===== src/rtl/serial_arith_pkg.sv =====
// rtl/serial_arith_pkg.sv - shared width constants and FSM state type for the serial adder/subtractor
package serial_arith_pkg;

    localparam int DEFAULT_WIDTH = 8;

    typedef enum logic [1:0] {
        IDLE  = 2'd0,
        SHIFT = 2'd1,
        DONE  = 2'd2
    } state_t;

    // Counter must reach WIDTH-1 and the package default needs a ready-made size.
    localparam int CNT_W = $clog2(DEFAULT_WIDTH + 1);

    function automatic int cnt_width(input int width);
        return $clog2(width + 1);
    endfunction

endpackage


===== src/rtl/full_adder_bit.sv =====
// rtl/full_adder_bit.sv - one-bit full adder used as the serial arithmetic step
module full_adder_bit (
    input  logic a,
    input  logic b,
    input  logic cin,
    output logic sum,
    output logic cout
);

    // Plain combinational full adder: parity sum, majority carry.
    always_comb begin
        sum  = a ^ b ^ cin;
        cout = (a & b) | (a & cin) | (b & cin);
    end

endmodule


===== src/rtl/serial_add_sub_seq.sv =====
// rtl/serial_add_sub_seq.sv - bit-serial add/subtract sequencer; optional ovf output under SERIAL_OVF_FLAG_EN
module serial_add_sub_seq
    import serial_arith_pkg::*;
#(
    parameter int WIDTH = DEFAULT_WIDTH
) (
    input  logic             clk,
    input  logic             rst,
    input  logic             start,
    input  logic [WIDTH-1:0] in1,
    input  logic [WIDTH-1:0] in2,
    input  logic             SU,
    input  logic             EO,
    output logic             busy,
    output logic             done,
    output logic [WIDTH-1:0] result,
    output logic             Cout
`ifdef SERIAL_OVF_FLAG_EN
    ,
    output logic             ovf
`endif
);

    localparam int            CW   = cnt_width(WIDTH);
    localparam logic [CW-1:0] LAST = CW'(WIDTH - 1);

    state_t           state;
    state_t           state_nxt;
    logic [WIDTH-1:0] a_sr;
    logic [WIDTH-1:0] b_sr;
    // Holds the low WIDTH-1 result bits; the MSB comes straight from the adder on the final step.
    logic [WIDTH-2:0] part_sr;
    logic [WIDTH-1:0] res_q;
    logic             carry;
    logic             cout_q;
    logic [CW-1:0]    cnt;
    logic             sum_bit;
    logic             carry_nxt;
    logic             last_bit;
`ifdef SERIAL_OVF_FLAG_EN
    logic             ovf_q;
`endif

    full_adder_bit u_fa (
        .a    (a_sr[0]),
        .b    (b_sr[0]),
        .cin  (carry),
        .sum  (sum_bit),
        .cout (carry_nxt)
    );

    assign last_bit = (cnt == LAST);

    // State register.
    always_ff @(posedge clk or posedge rst) begin
        if (rst) begin
            state <= IDLE;
        end else begin
            state <= state_nxt;
        end
    end

    // Next-state logic: start is only honoured in IDLE; DONE lasts exactly one cycle.
    always_comb begin
        state_nxt = state;
        case (state)
            IDLE:    if (start) state_nxt = SHIFT;
            SHIFT:   if (last_bit) state_nxt = DONE;
            DONE:    state_nxt = IDLE;
            default: state_nxt = IDLE;
        endcase
    end

    // Status outputs decoded from the state.
    always_comb begin
        busy = (state != IDLE);
        done = (state == DONE);
    end

    // Datapath: operand capture on accept, one LSB-first bit per SHIFT edge, result commit on the last bit.
    always_ff @(posedge clk or posedge rst) begin
        if (rst) begin
            a_sr    <= '0;
            b_sr    <= '0;
            part_sr <= '0;
            res_q   <= '0;
            carry   <= 1'b0;
            cout_q  <= 1'b0;
            cnt     <= '0;
        end else begin
            case (state)
                IDLE: begin
                    if (start) begin
                        a_sr    <= in1;
                        // Subtraction is A + ~B + 1: invert B and seed the carry with SU.
                        b_sr    <= SU ? ~in2 : in2;
                        carry   <= SU;
                        cnt     <= '0;
                        part_sr <= '0;
                    end
                end
                SHIFT: begin
                    part_sr <= {sum_bit, part_sr[WIDTH-2:1]};
                    a_sr    <= a_sr >> 1;
                    b_sr    <= b_sr >> 1;
                    carry   <= carry_nxt;
                    cnt     <= cnt + CW'(1);
                    if (last_bit) begin
                        res_q  <= {sum_bit, part_sr};
                        cout_q <= carry_nxt;
                    end
                end
                default: ;
            endcase
        end
    end

`ifdef SERIAL_OVF_FLAG_EN
    // Signed overflow: carry into the MSB differs from carry out of it.
    always_ff @(posedge clk or posedge rst) begin
        if (rst) begin
            ovf_q <= 1'b0;
        end else if (state == SHIFT && last_bit) begin
            ovf_q <= carry ^ carry_nxt;
        end
    end

    assign ovf = ovf_q;
`endif

    assign result = EO ? res_q : '0;
    assign Cout   = cout_q;

endmodule


===== config.mk =====
export PLATFORM = sky130hd
export DESIGN_NAME = serial_add_sub_seq
export DESIGN_NICKNAME = d
export VERILOG_FILES = /design/src/rtl/serial_arith_pkg.sv /design/src/rtl/full_adder_bit.sv /design/src/rtl/serial_add_sub_seq.sv
export SDC_FILE = /design/constraint.sdc
export NUM_CORES = 1
export LEC_CHECK = 0
export ABC_AREA = 1
export CORE_ASPECT_RATIO = 0.75
export CORE_UTILIZATION = 35
export DETAILED_ROUTE_END_ITERATION = 8
export PLACE_DENSITY_LB_ADDON = 0.1
export SETUP_SLACK_MARGIN = 0.05
export SLEW_MARGIN = 20
export SYNTH_ARGS = -nofsm -noshare
export SYNTH_HDL_FRONTEND = slang
export SYNTH_SLANG_ARGS = --single-unit

===== constraint.sdc =====
create_clock -name clk -period 1.05 [get_ports clk]
set_input_delay 0.1575 -clock clk [delete_from_list [all_inputs] [get_ports clk]]
set_output_delay 0.1575 -clock clk [all_outputs]
set_load 0.02 [all_outputs]

==> qor.csv, run 1 <==
metric,value,unit
cts_made_buffers,5,
gp_congestion,0.716,
grt_pass1_wl,7330,um
status,finished with violations,
fin_crit_sh,113,%
worstPathRequired,890,ps
worst-endpoint-arrival,1030,ps
core_region_area,5010,um2
slew-limit-headroom,80.9,%
vias_per_cell,4.65,
start_kind,register,
layout_commonest_cell,nand2_1,
layout_common_cells,"69 x nand2_1, 39 x dfrtp_1, 21 x inv_1",
final.setup.tns,-3420,ps
rsz0062_at_grt,yes,
slew_violations,0,
pwr-share-clk,11.9,%
hpwl,2870,um
firstDrtPassIters,4,
power.leakage,0.00157,uW
avgSynthCellArea,7.84,um2
antenna_found_initial,0,
dpl_worst_slack,-556,ps
grt.total_usage,17.1,%
setup_ws,-133,ps
ys_warn_count,0,
grt_overflow,0,
synth_area_leaders,"dfrtp_1 52%, nand2_1 20%, nand3_1 11%",
cts.path.max_buffers,2,
yosysUniqueCellTypes,19,
clock_latency,290,ps
violations,setup timing,
die_w,86.3,um
setup.worst_path.class,register to output port,
syn_area,1870,um2
yosys.area.top_type,dfrtp_1,
die_y,65.2,um
cts_root_buffer,clkbuf_8,
start_util,37.2,%
drt_iter0_markers,78,
maxCapViolations,0,
worst_hold_slack,135,ps
routedWlPerCell,12.4,um
finClkSkew,5.28,ps
cts_tree,done,
synth-seq-cells,39,
crit_path_end_kind,output port,
antennaDiodeCount,0,
totalWireLength,4610,um
cts_sinks,39,
worst_slew_pin_slew,286,ps
syn_to_final_growth,61.9,%
fmax,845,MHz
rows,22,
drt_drc_violations_left,0,
yosysSeqAreaShare,52.3,%
fin_nets,323,
hold_viol,0,
p_seq_share,33.8,%
utilization,60.3,%
dieArea,5630,um2
clk_pin_slew_worst_paths,70,ps
hold_buffers,0,
grt_pass1_vias,1561,
port_buffers,31,
finalSetupViolCount,45,
drtAntennaViolNets,0,
ir_drop,1.27,mV
hold_path_class,primary input to asynchronous set/reset pin,
final.min_clock_period,1180,ps
ctsHtreeMaxLevel,2,
crit_fanout,3,
yosysTopAreaCellShare,52.3,%
power.density,2570,nW/um2
num_vias,1726,
num_io_pins,32,
internal_power,4650,uW
grt_max_degree,22,
switching_share,40.1,%
switchingPower,3110,uW
p_comb_share,54.3,%
nFillCells,458,
synth_nets,261,
final_layout_size_suffix_gt1_share,39.8,%
syn_inst,238,
final timing paths:
kind | start | to | slack (ps) | cells past startpoint
setup / recovery | state[0]$_DFFE_PP0P_ | busy | -130 | 3
hold / removal | rst | cnt[0]$_DFFE_PP0P_ | 140 | 2
setup reg to reg | b_sr[0]$_DFFE_PP0P_ | part_sr[6]$_DFFE_PP0P_ | -130 | 3
hold reg to reg | part_sr[6]$_DFFE_PP0P_ | res_q[6]$_DFFE_PP0P_ | 470 | 2
max in group asynchronous | rst | a_sr[7]$_DFFE_PP0P_ | 580 | 3
min in group clk | in1[7] | a_sr[7]$_DFFE_PP0P_ | 410 | 3
layout make-up:
cell class,count,area [um2],share of cell area (%)
inverters,27,123,4.06
repair buffers,63,677,22.4
flip-flops and latches,39,976,32.3
multi-input cells,164,1080,35.8
clock buffers,6,72.6,2.40
well taps,72,90.1,2.98
metal layers:
| metal | vias to the layer above | wire length, um | GRT usage, % |
|---|---|---|---|
| met2 | 31 | 2100 | 24.6 |
| li1 | 875 | - | - |
| met3 | 7 | 219 | 4.40 |
| met5 | - | 0 | 0 |
| met4 | 0 | 57 | 5.42 |
| met1 | 813 | 2240 | 24.9 |
Yosys cell counts:
library cell	n
a21oi_1	1
ha_1	1
buf_2	7
nor2_8	1
fa_1	1
xnor2_1	1
inv_1	24
dfrtp_1	39
buf_4	2
inv_2	3
o22ai_1	3
clkbuf_1	1
nor2_1	5
nand3_1	40
nand4_1	1
nand2_1	97
nand2_2	4
o21ai_1	3
o21ai_0	4
critical path, cell delays in order (launching register included):
cell and delay [ps]:
dfrtp_1 420, nor2_2 130, inv_1 70, buf_6 130
sequential cells by signal, summed over array words and instances (netlist names):
signal	cells
a_sr	8
b_sr	8
res_q	8
part_sr	7
cnt	4
state	2
Cout	1
carry	1
cell families after synthesis:
group                      Yosys count  share of synthesized area (%)
and+or+nand+nor                    148                           34.0
DFF                                 39                           52.3
xor gates and xnor gates             1                          0.470
AOI/OAI and AO/OA                   11                           3.15
buffers and inverters               37                           8.32
adders and majority gates            2                           1.74
what timing repair did:
action | CTS | global route
hold endpoints to repair | 0 | 0
pin swaps | 17 | 26
resized for setup | 94 | 67
buffers inserted | 4 | 5
endpoints found under the setup margin | 50 | 49
gates cloned | 2 | 1
metrics by stage:
step	cells	instance area, um2	total power (uW)
3_5_place_dp	353	2460	5290
5_1_grt	371	3020	8270
2_1_floorplan	238	1870	4060
3_3_place_gp	353	2460	5260
4_1_cts	365	2700	6830
6_report	371	3020	7760
power groups by stage:
stage | Clock [uW] | Sequential [uW] | Combinational (uW)
6_report | 922 | 2620 | 4220
5_1_grt | 1000 | 2680 | 4590
4_1_cts | 947 | 2490 | 3390
3_5_place_dp | 0 | 2500 | 2800
3_3_place_gp | 0 | 2490 | 2770
2_1_floorplan | 0 | 2460 | 1600
No activity file was read; power rests on OpenSTA's default activity.
==> inputs of run 2 (changes only) <==
CORE_MARGIN = 3   (was unset)
==> run 2 against run 1 <==
Against the previous run: the flow still finishes with violations (setup timing); final cell count increased by 2.2%; non-clock buffer count increased by 5; routed wire length decreased by 2.6%; sequential power decreased by 4%; power decreased by 7.2%; first-iteration DRC count decreased by 3.8%; global-route usage decreased by 1.8 points; core utilization decreased by 3.3 points; critical path type is now register to register; highest routed layer unchanged.
==> qor.csv, run 2 (synthesis results as in run 1) <==
metric,value,unit,change
die_y,69.2,um,was 65.2 um
start_kind,register,,unchanged
antennaDiodeCount,0,,unchanged
num_io_pins,32,,unchanged
syn_to_final_growth,53.1,%,was 61.9%
fmax,847,MHz,was 845 MHz
status,finished with violations,,unchanged
grt.total_usage,15.2,%,was 17.1%
critPathTopFamily,adder cells,,was flip-flops
ir_drop,1.31,mV,was 1.27 mV
setup_ws,-131,ps,was -133 ps
largestRegisters,"a_sr (8), b_sr (8), res_q (8)",,unchanged
violations,setup timing,,unchanged
maxCapViolations,0,,unchanged
placed_cell_area,2470,um2,was 2460 um2
ctsHtreeMaxLevel,2,,unchanged
gp_congestion,0.790,,was 0.716
drtAntennaViolNets,0,,unchanged
drt_iter0_markers,75,,was 78
firstDrtPassIters,4,,unchanged
slew-limit-headroom,81.1,%,was 80.9%
finalSetupViolCount,41,,was 45
cts_sinks,39,,unchanged
power.density,2520,nW/um2,was 2570 nW/um2
cts.path.max_buffers,2,,unchanged
worstPathCellList,fa_2 -> nand2_1 -> o21ai_1,,was nor2_2 -> inv_1 -> buf_6
layout_common_cells,"88 x nand2_1, 39 x dfrtp_1, 36 x nand3_1, 25 x buf_4, 20 x inv_1",,"was 69 x nand2_1, 39 x dfrtp_1, 21 x inv_1"
grt_overflow,0,,unchanged
worst_hold_slack,145,ps,was 135 ps
hold_buffers,0,,unchanged
final_cell_area,2860,um2,was 3020 um2
grt_pass1_vias,1637,,was 1561
rsz0062_at_grt,yes,,unchanged
grt_max_degree,22,,unchanged
slew_violations,0,,unchanged
hold_path_class,primary input to asynchronous set/reset pin,,unchanged
fin_crit_sh,112,%,was 113%
drt_drc_violations_left,0,,unchanged
hold_viol,0,,unchanged
antenna_found_initial,0,,unchanged
final_layout_size_suffix_gt1_share,29.6,%,was 39.8%
crit_slowest_cell,fa_2,,was dfrtp_1
vias_per_cell,4.51,,was 4.65
finClkSkew,6.70,ps,was 5.28 ps
r2r_cells,3,,unchanged
crit_path_end_kind,register,,was output port
crit_fanout,2,,was 3
worst_slew_pin_slew,283,ps,was 286 ps
utilization,57.0,%,was 60.3%
power.leakage,0.00148,uW,was 0.00157 uW
layout_commonest_cell,nand2_1,,unchanged
fin_nets,329,,was 323
hpwl,2930,um,was 2870 um
start_util,37.2,%,unchanged
cts_root_buffer,clkbuf_8,,unchanged
dieArea,6250,um2,was 5630 um2
clock_latency,290,ps,about the same
core_region_area,5010,um2,unchanged
port_buffers,31,,unchanged
setup.worst_path.class,register to register,,was register to output port
cts_tree,done,,unchanged
num_vias,1709,,was 1726
cts_made_buffers,5,,unchanged
worstPathRequired,1270,ps,was 890 ps
totalWireLength,4490,um,was 4610 um
cp_slowest_stage_delay,590,ps,was 420 ps
grt_pass1_wl,7650,um,was 7330 um
routedWlPerCell,11.8,um,was 12.4 um
crit_buf_inv,0,,was 2
final.min_clock_period,1180,ps,about the same
clk_pin_slew_worst_paths,80,ps,was 70 ps
nFillCells,477,,was 458
rows,22,,unchanged
worst-endpoint-arrival,1400,ps,was 1030 ps
die_w,90.3,um,was 86.3 um
cp_num_cells,3,,unchanged
==> run 2: changes by cell type in the layout (fill, tap and decap cells not counted), sizes merged <==
cell / change
buf: +6
clkbuf: -2
clkinv: +1
clkinvlp: +1
inv: +2
==> run 2: repair_timing <==
action | CTS | global route
endpoints found under the setup margin | 50 | 50
pin swaps | 15 | 7
gates resized for setup | 90 | 27
setup buffers | 4 | 5
gates cloned | 4 | 0
==> run 2: metal layers <==
metal	wire length, um	GRT usage, %	vias to the layer above
met2	1980	22.2	30
met5	0	0	-
met4	34	4.75	0
met1	2280	21.9	791
met3	186	4.34	2
li1	-	-	886
==> run 2: through the flow <==
step	cells	setup TNS [ps]	power, uW	setup WS (ps)
6_report	379	-2890	7200	-131
5_1_grt	379	-6240	7800	-194
4_1_cts	374	-3020	6860	-130
3_5_place_dp	358	-10850	5260	-565
3_3_place_gp	358	-10490	5230	-551
2_1_floorplan	238	-317	4060	-48.3
==> run 2: final timing paths <==
kind,slack [ps],to,startpoint
setup / recovery,-130,part_sr[6]$_DFFE_PP0P_,carry$_DFFE_PP0P_
hold / removal,140,part_sr[2]$_DFFE_PP0P_,rst
setup reg to reg,-130,part_sr[6]$_DFFE_PP0P_,carry$_DFFE_PP0P_
hold reg to reg,470,res_q[1]$_DFFE_PP0P_,part_sr[1]$_DFFE_PP0P_
max in group asynchronous,570,cnt[2]$_DFFE_PP0P_,rst
min in group clk,400,a_sr[7]$_DFFE_PP0P_,in1[7]
==> run 2: where the power goes <==
group | total [uW] | switching, uW | internal (uW)
combinational | 3710 | 1850 | 1850
clock | 969 | 515 | 454
sequential | 2520 | 401 | 2120
==> run 2: cell type report <==
type | count | area, um2 | share of cell area [%]
inverter | 27 | 115 | 4.03
sequential | 39 | 976 | 34.2
clock buffer | 5 | 68.8 | 2.41
clock inverter | 3 | 15.0 | 0.526
tap | 72 | 90.1 | 3.16
timing repair buffer | 68 | 689 | 24.1
timing repair inverter | 1 | 7.51 | 0.263
multi-input combinational | 164 | 893 | 31.3
==> inputs of run 3 (changes only) <==
SYNTH_HIERARCHICAL = 1   (was unset)
==> run 3 against run 2 <==
Against the previous run: the run still ends with setup timing left; power is 11% higher; first-iteration DRC count is 12% lower; routed wire length is 13% higher; cell area is 9.1% higher; largest power group unchanged; hold slack worse by 45 ps.
==> qor.csv, run 3 <==
metric,value,unit,change
synthTopCellsByCount,"90 x nand2_1, 48 x nand3_1, 39 x dfrtp_1, 24 x inv_1",,"was 97 x nand2_1, 40 x nand3_1, 39 x dfrtp_1, 24 x inv_1, 7 x buf_2"
syn_area,1900,um2,was 1870 um2
worstPathRequired,1240,ps,was 1270 ps
antenna_found_initial,0,,unchanged
routedWlPerCell,13.4,um,was 11.8 um
crit_buf_inv,4,,was 0
clk_pin_slew_worst_paths,80,ps,about the same
totalWireLength,5080,um,was 4490 um
cts_tree,done,,unchanged
core_region_area,5060,um2,was 5010 um2
cts_made_buffers,5,,unchanged
layout_common_cells,"88 x nand2_1, 37 x dfrtp_1, 31 x nand3_2, 23 x buf_4, 20 x inv_1",,"was 88 x nand2_1, 39 x dfrtp_1, 36 x nand3_1, 25 x buf_4, 20 x inv_1"
drt_iter0_markers,66,,was 75
cp_slowest_stage_delay,450,ps,was 590 ps
rrSetupSlack,-180,ps,was -130 ps
fmax,815,MHz,was 847 MHz
hold_path_class,primary input to asynchronous set/reset pin,,unchanged
synth-edff-count,0,,unchanged
maxCapViolations,0,,unchanged
fin_nets,329,,unchanged
crit_fanout,8,,was 2
rows,22,,unchanged
status,finished with violations,,unchanged
hold_buffers,0,,unchanged
grt.total_usage,16.4,%,was 15.2%
cts.path.max_buffers,2,,unchanged
utilization,61.5,%,was 57.0%
place_inst,356,,was 358
async_flop_share,100,%,unchanged
worst_slew_pin_slew,338,ps,was 283 ps
setup_ws,-177,ps,was -131 ps
synth-seq-cells,39,,unchanged
fin_crit_sh,117,%,was 112%
power.leakage,0.00157,uW,was 0.00148 uW
drt_drc_violations_left,0,,unchanged
final_layout_size_suffix_gt1_share,39.4,%,was 29.6%
antennaDiodeCount,0,,unchanged
setup.worst_path.class,register to register,,unchanged
grt_pass1_wl,8450,um,was 7650 um
violations,setup timing,,unchanged
gp_congestion,0.792,,was 0.790
ir_drop,1.12,mV,was 1.31 mV
ys.flop_type,dfrtp_1,,unchanged
hold_viol,0,,unchanged
ys_warn_count,6,,was 0
ctsHtreeMaxLevel,2,,unchanged
critPathTopFamily,buffers and inverters,,was adder cells
num_io_pins,32,,unchanged
final.min_clock_period,1230,ps,was 1180 ps
finClkSkew,10.2,ps,was 6.70 ps
drtAntennaViolNets,0,,unchanged
grt_pass1_vias,1774,,was 1637
worstPathCellList,inv_2 -> buf_6 -> nand2_8 -> buf_6 -> buf_6 -> nand3_2 -> nand2_1,,was fa_2 -> nand2_1 -> o21ai_1
die_w,91.1,um,was 90.3 um
clock_latency,290,ps,about the same
hpwl,3080,um,was 2930 um
slew-limit-headroom,77.4,%,was 81.1%
cts_sinks,39,,unchanged
yosysMostFrequentCell,nand2_1,,unchanged
yosysUniqueCellTypes,23,,was 19
vias_per_cell,4.73,,was 4.51
cts_root_buffer,clkbuf_8,,unchanged
start_util,37.5,%,was 37.2%
synth_area_leaders,"dfrtp_1 51%, nand2_1 18%, nand3_1 13%",,"was dfrtp_1 52%, nand2_1 20%, nand3_1 11%"
rsz0062_at_grt,yes,,unchanged
yosysTopAreaCellShare,51.3,%,was 52.3%
syn_to_final_growth,63.8,%,was 53.1%
die_y,69.8,um,was 69.2 um
largestRegisters,"a_sr (8), b_sr (8), res_q (8)",,unchanged
num_vias,1792,,was 1709
crit_path_end_kind,register,,unchanged
grt_overflow,0,,unchanged
slew_violations,0,,unchanged
total_power,7970,uW,was 7200 uW
avgSynthCellArea,7.96,um2,was 7.84 um2
syn_inst,239,,was 238
final.setup.tns,-4800,ps,was -2890 ps
synth_nets,262,,was 261
yosys.area.top_type,dfrtp_1,,unchanged
finalSetupViolCount,48,,was 41
power.density,2560,nW/um2,was 2520 nW/um2
grt_max_degree,24,,was 22
worst-endpoint-arrival,1410,ps,was 1400 ps
port_buffers,31,,unchanged
dieArea,6360,um2,was 6250 um2
crit_slowest_cell,dfrtp_2,,was fa_2
final_cell_count_no_fill,379,,unchanged
firstDrtPassIters,4,,unchanged
crit_top_cell,buf_6,,
layout_commonest_cell,nand2_1,,unchanged
yosysSeqAreaShare,51.3,%,was 52.3%
start_kind,register,,unchanged
[run 3: through the flow]
step	instance area (um2)	hold WS (ps)	setup WS (ps)
after floorplan	1940	130	-29.7
after detailed placement	2470	413	-654
final	3120	99.3	-177
after CTS	2910	96.3	-170
after global placement	2470	415	-640
after global routing	3120	100	-214
[run 3: cells by family (layout without fill, tap and decap cells)]
| kind of cell | count (synthesis) | in the layout | share of synthesized area (%) |
|---|---|---|---|
| and+or+nand+nor | 150 | 151 | 34.6 |
| DFF | 39 | 39 | 51.3 |
| AOI/OAI and AO/OA | 10 | 10 | 2.89 |
| xor gates and xnor gates | 1 | 1 | 0.461 |
| adders and majority gates | 2 | 2 | 1.71 |
| buffers and inverters | 37 | 104 | 9.01 |
[run 3: final timing paths]
check / cells past startpoint / startpoint / end
max: 7 / state[1]$_DFFE_PP0P_ / part_sr[6]$_DFFE_PP0P_
min: 2 / rst / res_q[4]$_DFFE_PP0P_
max reg2reg: 7 / state[1]$_DFFE_PP0P_ / part_sr[6]$_DFFE_PP0P_
min reg2reg: 2 / part_sr[3]$_DFFE_PP0P_ / res_q[3]$_DFFE_PP0P_
max in group asynchronous: 3 / rst / a_sr[7]$_DFFE_PP0P_
min in group clk: 3 / in1[7] / a_sr[7]$_DFFE_PP0P_
[run 3: what timing repair did]
| item | in CTS | in global routing |
|---|---|---|
| endpoints found under the setup margin | 50 | 50 |
| pin swaps | 10 | 17 |
| cloned | 3 | 1 |
| buffers inserted | 5 | 6 |
| gates resized for setup | 122 | 28 |
[run 3: where the power goes]
group / internal (uW) / switching, uW / leakage (uW)
Combinational: 2100 / 2130 / 0.00102
Clock: 600 / 540 / 0.0000515
Sequential: 2120 / 477 / 0.000500
Total: 4820 / 3150 / 0.00157
[run 3: cell type report]
| class | count | area [um2] |
|---|---|---|
| well taps | 72 | 90.1 |
| fillers | 442 | 1950 |
| clock buffers | 8 | 100 |
| multi-input cells | 164 | 1110 |
| flip-flops and latches | 39 | 978 |
| inverters | 27 | 110 |
| repair buffers | 69 | 728 |
[run 3: routing by layer]
metal,vias up,share of wire (%),track usage (%)
met5,-,0,0
met4,0,1.3,5.18
met3,8,3.4,3.69
met2,31,46,24.2
met1,862,50,23.8
li1,891,-,-
